`config.mk`:
```
export PLATFORM = sky130hd
export DESIGN_NAME = if_id_fetch
export DESIGN_NICKNAME = d
export VERILOG_FILES = /design/src/rtl/if_id_fetch.sv
export SDC_FILE = /design/constraint.sdc
export NUM_CORES = 1
export LEC_CHECK = 0
export ABC_AREA = 1
export BUFFER_PORTS_ARGS = -buffer_cell sky130_fd_sc_hd__buf_2
export CAP_MARGIN = 20
export CORE_AREA = 2 2 141 143
export DETAILED_ROUTE_END_ITERATION = 10
export DIE_AREA = 0 0 143 145
export RECOVER_POWER = 50
export SLEW_MARGIN = 15
export SYNTH_ARGS = -nofsm -noshare
export SYNTH_HDL_FRONTEND = slang
export SYNTH_SLANG_ARGS = --single-unit
```
`constraint.sdc`:
```
create_clock -name clk -period 7.45 [get_ports clk]
set_clock_uncertainty 0.1 [all_clocks]
set_input_delay 1.49 -clock clk [delete_from_list [all_inputs] [get_ports clk]]
set_output_delay 1.49 -clock clk [all_outputs]
set_load 0.005 [all_outputs]
```
`src/rtl/if_id_fetch.sv`:
```
// if_id_fetch: instruction-fetch tail and IF/ID pipeline register.
// Drives the synchronous instruction SRAM from the PC register outputs and
// tracks which PC each returning word belongs to. A one-word hold buffer
// keeps that word intact across stalls, because the PC keeps re-issuing the
// next address to the SRAM. Results go to decode with bubble and flush support.
module if_id_fetch (
  input  logic        clk,
  input  logic        rst,
  input  logic [31:0] pc,
  input  logic        ce,
  input  logic [5:0]  stall,
  input  logic        flush,
  output logic        inst_sram_en,
  output logic [3:0]  inst_sram_wen,
  output logic [31:0] inst_sram_addr,
  output logic [31:0] inst_sram_wdata,
  input  logic [31:0] inst_sram_rdata,
  output logic [31:0] id_pc,
  output logic [31:0] id_inst,
  output logic        id_valid,
  output logic        id_adel
);

  // F stage: describes the request whose data is on inst_sram_rdata this cycle
  logic        f_valid;
  logic [31:0] f_pc;
  logic        f_adel;

  // Hold buffer: the word for f_pc, captured on the first stalled edge
  logic        hold_valid;
  logic [31:0] hold_inst;

  logic [31:0] f_inst;
  logic        pc_aligned;
  logic        stall_f;
  logic        stall_d;

  // Only stall[1] (F) and stall[2] (ID) matter here; stall[0] mirrors stall[1]
  logic        unused_stall;
  assign unused_stall = ^{stall[5:3], stall[0]};

  assign stall_f    = stall[1];
  assign stall_d    = stall[2];
  assign pc_aligned = (pc[1:0] == 2'b00);

  // A misaligned PC never reaches the SRAM; it is reported as AdEL instead
  assign inst_sram_en    = ce & ~rst & pc_aligned;
  assign inst_sram_wen   = 4'h0;
  assign inst_sram_addr  = pc;
  assign inst_sram_wdata = 32'h0;

  // Faulting fetches carry a zero word; otherwise prefer the protected copy
  assign f_inst = f_adel     ? 32'h0 :
                  hold_valid ? hold_inst : inst_sram_rdata;

  // F-stage tracking registers: follow the PC unless stalled, die on flush
  always_ff @(posedge clk or posedge rst) begin
    if (rst) begin
      f_valid <= 1'b0;
      f_pc    <= 32'h0;
      f_adel  <= 1'b0;
    end else if (flush) begin
      f_valid <= 1'b0;
    end else if (!stall_f) begin
      f_valid <= ce;
      f_pc    <= pc;
      f_adel  <= ~pc_aligned;
    end
  end

  // Hold buffer: grab the returning word once per stall, drop it on release/flush
  always_ff @(posedge clk or posedge rst) begin
    if (rst) begin
      hold_valid <= 1'b0;
      hold_inst  <= 32'h0;
    end else if (flush || !stall_f) begin
      hold_valid <= 1'b0;
    end else if (f_valid && !hold_valid) begin
      hold_valid <= 1'b1;
      hold_inst  <= inst_sram_rdata;
    end
  end

  // IF/ID register: flush and F-stalled-but-ID-running both insert a bubble
  always_ff @(posedge clk or posedge rst) begin
    if (rst) begin
      id_pc    <= 32'h0;
      id_inst  <= 32'h0;
      id_valid <= 1'b0;
      id_adel  <= 1'b0;
    end else if (flush || (stall_f && !stall_d)) begin
      id_pc    <= 32'h0;
      id_inst  <= 32'h0;
      id_valid <= 1'b0;
      id_adel  <= 1'b0;
    end else if (!stall_f) begin
      id_pc    <= f_pc;
      id_inst  <= f_inst;
      id_valid <= f_valid;
      id_adel  <= f_valid & f_adel;
    end
  end

endmodule

```
==> results.md <==
* Status: finished with violations
* Failing checks: max-capacitance violations, max-slew violations
* RSZ-0062 raised after global routing: false
* Layout cells sized above 1 at 22.7%
* Clock Path Buffers at 2
* Worst Path Arrival at 4.59 ns
* Post-Syn Area per Cell at 8.09 um2
* Critical path type: in -> async
* Crit-path slowest cell: clkinvlp_2
* Postcts setup bufs at 0
* Initial DRT Pass Iterations at 4
* Post-Syn Area at 6090 um2
* Most common cell in the netlist: nand2_1
* Primary FF master, synth: dfrtp_1
* Critical Path End Type: async pin
* Post-route antenna net violation count at 0
* Largest net degree at the start of global routing at 81
* Critical path launch point type: primary input
* Min-delay worst type: reg -> reg
* Fin crit share at 55.4%
* Fin. max-slew vios at 117
* R2R Setup Slk at 4.89 ns
* Logic pwr share at 11.1%
* Synth top area cells: dfrtp_1, nand2_1, buf_4, nand3_1, buf_2
* Detailed placement HPWL at 8900 um
* Clk slew on worst S/H paths at 0.06 ns
* CP most frequent cell: clkbuf_1
* Hold endpoint: f_pc[0]
* Register area share after synthesis at 54.6%
* Antenna Diode Count at 0
* PD cells at 247 nW/um2
* CTS buffer count at 17
* DRC at 0
* Worst-Skew Late Latency at 0.41 ns
* Tot GR Track Use at 14.6%
* Setup TNS at 0 ns
* Sw Ratio at 26.4%
* Hold Startpoint: f_pc[0]
* P_leak at 4.29 nW
* H-tree levels at 4
* CTS tree: done
* Post_cts resized at 0
* Yosys top cell area share at 54.6%
* Minimum clock period at 4.13 ns
* I/O pin count at 209
* Flop pwr share at 46.8%
* Crit-path max FO at 54
* Vias at 4900
* Synth top cells by count: nand2_1, dfrtp_1, nand3_1, buf_4, buf_2
* Hold path depth at 2
* Area leader, netlist: dfrtp_1
* Setup violators final at 0
* Hold-fix buffers, CTS at 0
* Worst slew pin tran at 2.42 ns
* Synth unique cells at 16
* Cells after synthesis at 753
* Layout Nets at 948
* Grt total ovfl at 0
* Post-DR vias/cell at 4.26
* Reg-to-reg endpoint: hold_inst[7]
* CP Data Required Time at 7.92 ns
* Internal at 1.33 mW
* Number of global-route vias before repair at 4641
* Reg2Reg Depth at 6
* Fin util at 38.1%
* Fmax at 0.242 GHz
* CP cell instances: clkbuf_1, clkinvlp_2, clkbuf_1, buf_16
* Final Worst Setup Slack at 3.32 ns
* Synthesized flop and latch total at 133
* PortBufs at 168
* Clock sinks at 133
* Post-Route WL at 14900 um
* Post-synth ARST share at 100%
* Width of the die at 143 um
* DIE AREA at 20700 um2
* R2R Path Start: hold_valid
* Pre-CTS setup slack at 3.62 ns
* First-pass GRT wire length at 24000 um
* Worst hold margin at 0.367 ns
* DR WL/cell at 12.9 um
* Synth warn at 0
* Initial antenna violation count at 0
* Worst VDD drop at 0.154 mV
* Starting density of the core at 31.7%
* Rows at 51
* Die H at 145 um
* CORE AREA at 19200 um2
* Max-cap violations at 3
* Fin. Hold Viols at 0
* Clock share of power at 42.0%
* P&R area growth vs syn at 20.1%
* Rel. slew slack at -62.3%
* DR iter-0 viols at 220
* GPL Wtd Cong at 0.709
* NetSw at 0.477 mW
* Root Buffer Master: clkbuf_16
* Largest stage delay, worst path at 1.37 ns
* EDFF count, synth at 0
[per-stage QoR]
| step | total power, mW | area, um2 | instances |
|---|---|---|---|
| 2_1_floorplan | 1.00 | 6220 | 788 |
| 3_3_place_gp | 1.06 | 6750 | 1116 |
| 3_5_place_dp | 1.07 | 6770 | 1117 |
| 4_1_cts | 1.84 | 7290 | 1148 |
| 5_1_grt | 1.91 | 7320 | 1151 |
| 6_report | 1.81 | 7320 | 1151 |
[cell type report]
cell class                      count  area, um2
Clock buffer                       20        437
Clock inverter                     11       87.6
Fill cell                        1972      11900
Inverter                            6       23.8
Multi-Input combinational cell    537       2160
Sequential cell                   133       3330
Tap cell                          265        332
Timing Repair Buffer              179        950
[state kept, by name, summed over array words and instances, names as in the netlist]
register    flops
id_pc          32
hold_valid      1
f_pc           32
id_inst        32
id_adel         1
id_valid        1
f_adel          1
hold_inst      32
f_valid         1
[per-layer routing]
layer	GRT usage (%)	vias to the layer above	routed length (um)
met1	18.9	2269	6910
met3	4.69	7	861
met5	0	-	0
met4	3.81	0	103
li1	-	2474	-
met2	23.7	150	6990
[power by group through the flow]
stage / Clock (mW) / Combinational, mW / Sequential, mW
finish: 0.761 / 0.202 / 0.848
global placement: 0 / 0.202 / 0.858
global route: 0.818 / 0.237 / 0.860
CTS: 0.783 / 0.206 / 0.849
detailed placement: 0 / 0.206 / 0.860
floorplan: 0 / 0.148 / 0.854
[placed cells by master, fill, tap and decap left out, drive strengths merged]
cell,Yosys,routed
dfrtp,133,133
inv,6,4
o21ai,1,1
nand2,395,395
clkinvlp,0,4
nor3,1,1
nand3,99,99
bufinv,0,1
clkinv,0,8
clkbuf,10,31
buf,102,168
nor2,4,4
or2,1,1
conb,1,36
[critical path: cells and delay by family]
kind	cells	cell delay, ns
buffers and inverters	4	3.03
[worst max-delay path by stage]
stage | from | end | slack (ns) | cells after the start
2_1_floorplan | rst | f_adel | 2.31 | 1
3_3_place_gp | stall[1] | hold_inst[1] | 3.33 | 6
3_5_place_dp | stall[1] | hold_inst[17] | 3.62 | 7
4_1_cts | pc[0] | inst_sram_en | 3.70 | 4
5_1_grt | rst | id_inst[14] | 2.69 | 4
6_report | rst | id_inst[14] | 3.32 | 4
[cell families (layout without fill, tap and decap cells)]
kind of cell    count (synthesis)  in the layout  share of synthesized area, %
compound gates                  1              1                        0.0821
buf+inv                       118            216                          12.2
flops                         133            133                          54.6
other cells                     1             36                        0.0616
simple gates                  500            500                          33.1
Power figures use the tool's default switching activity.
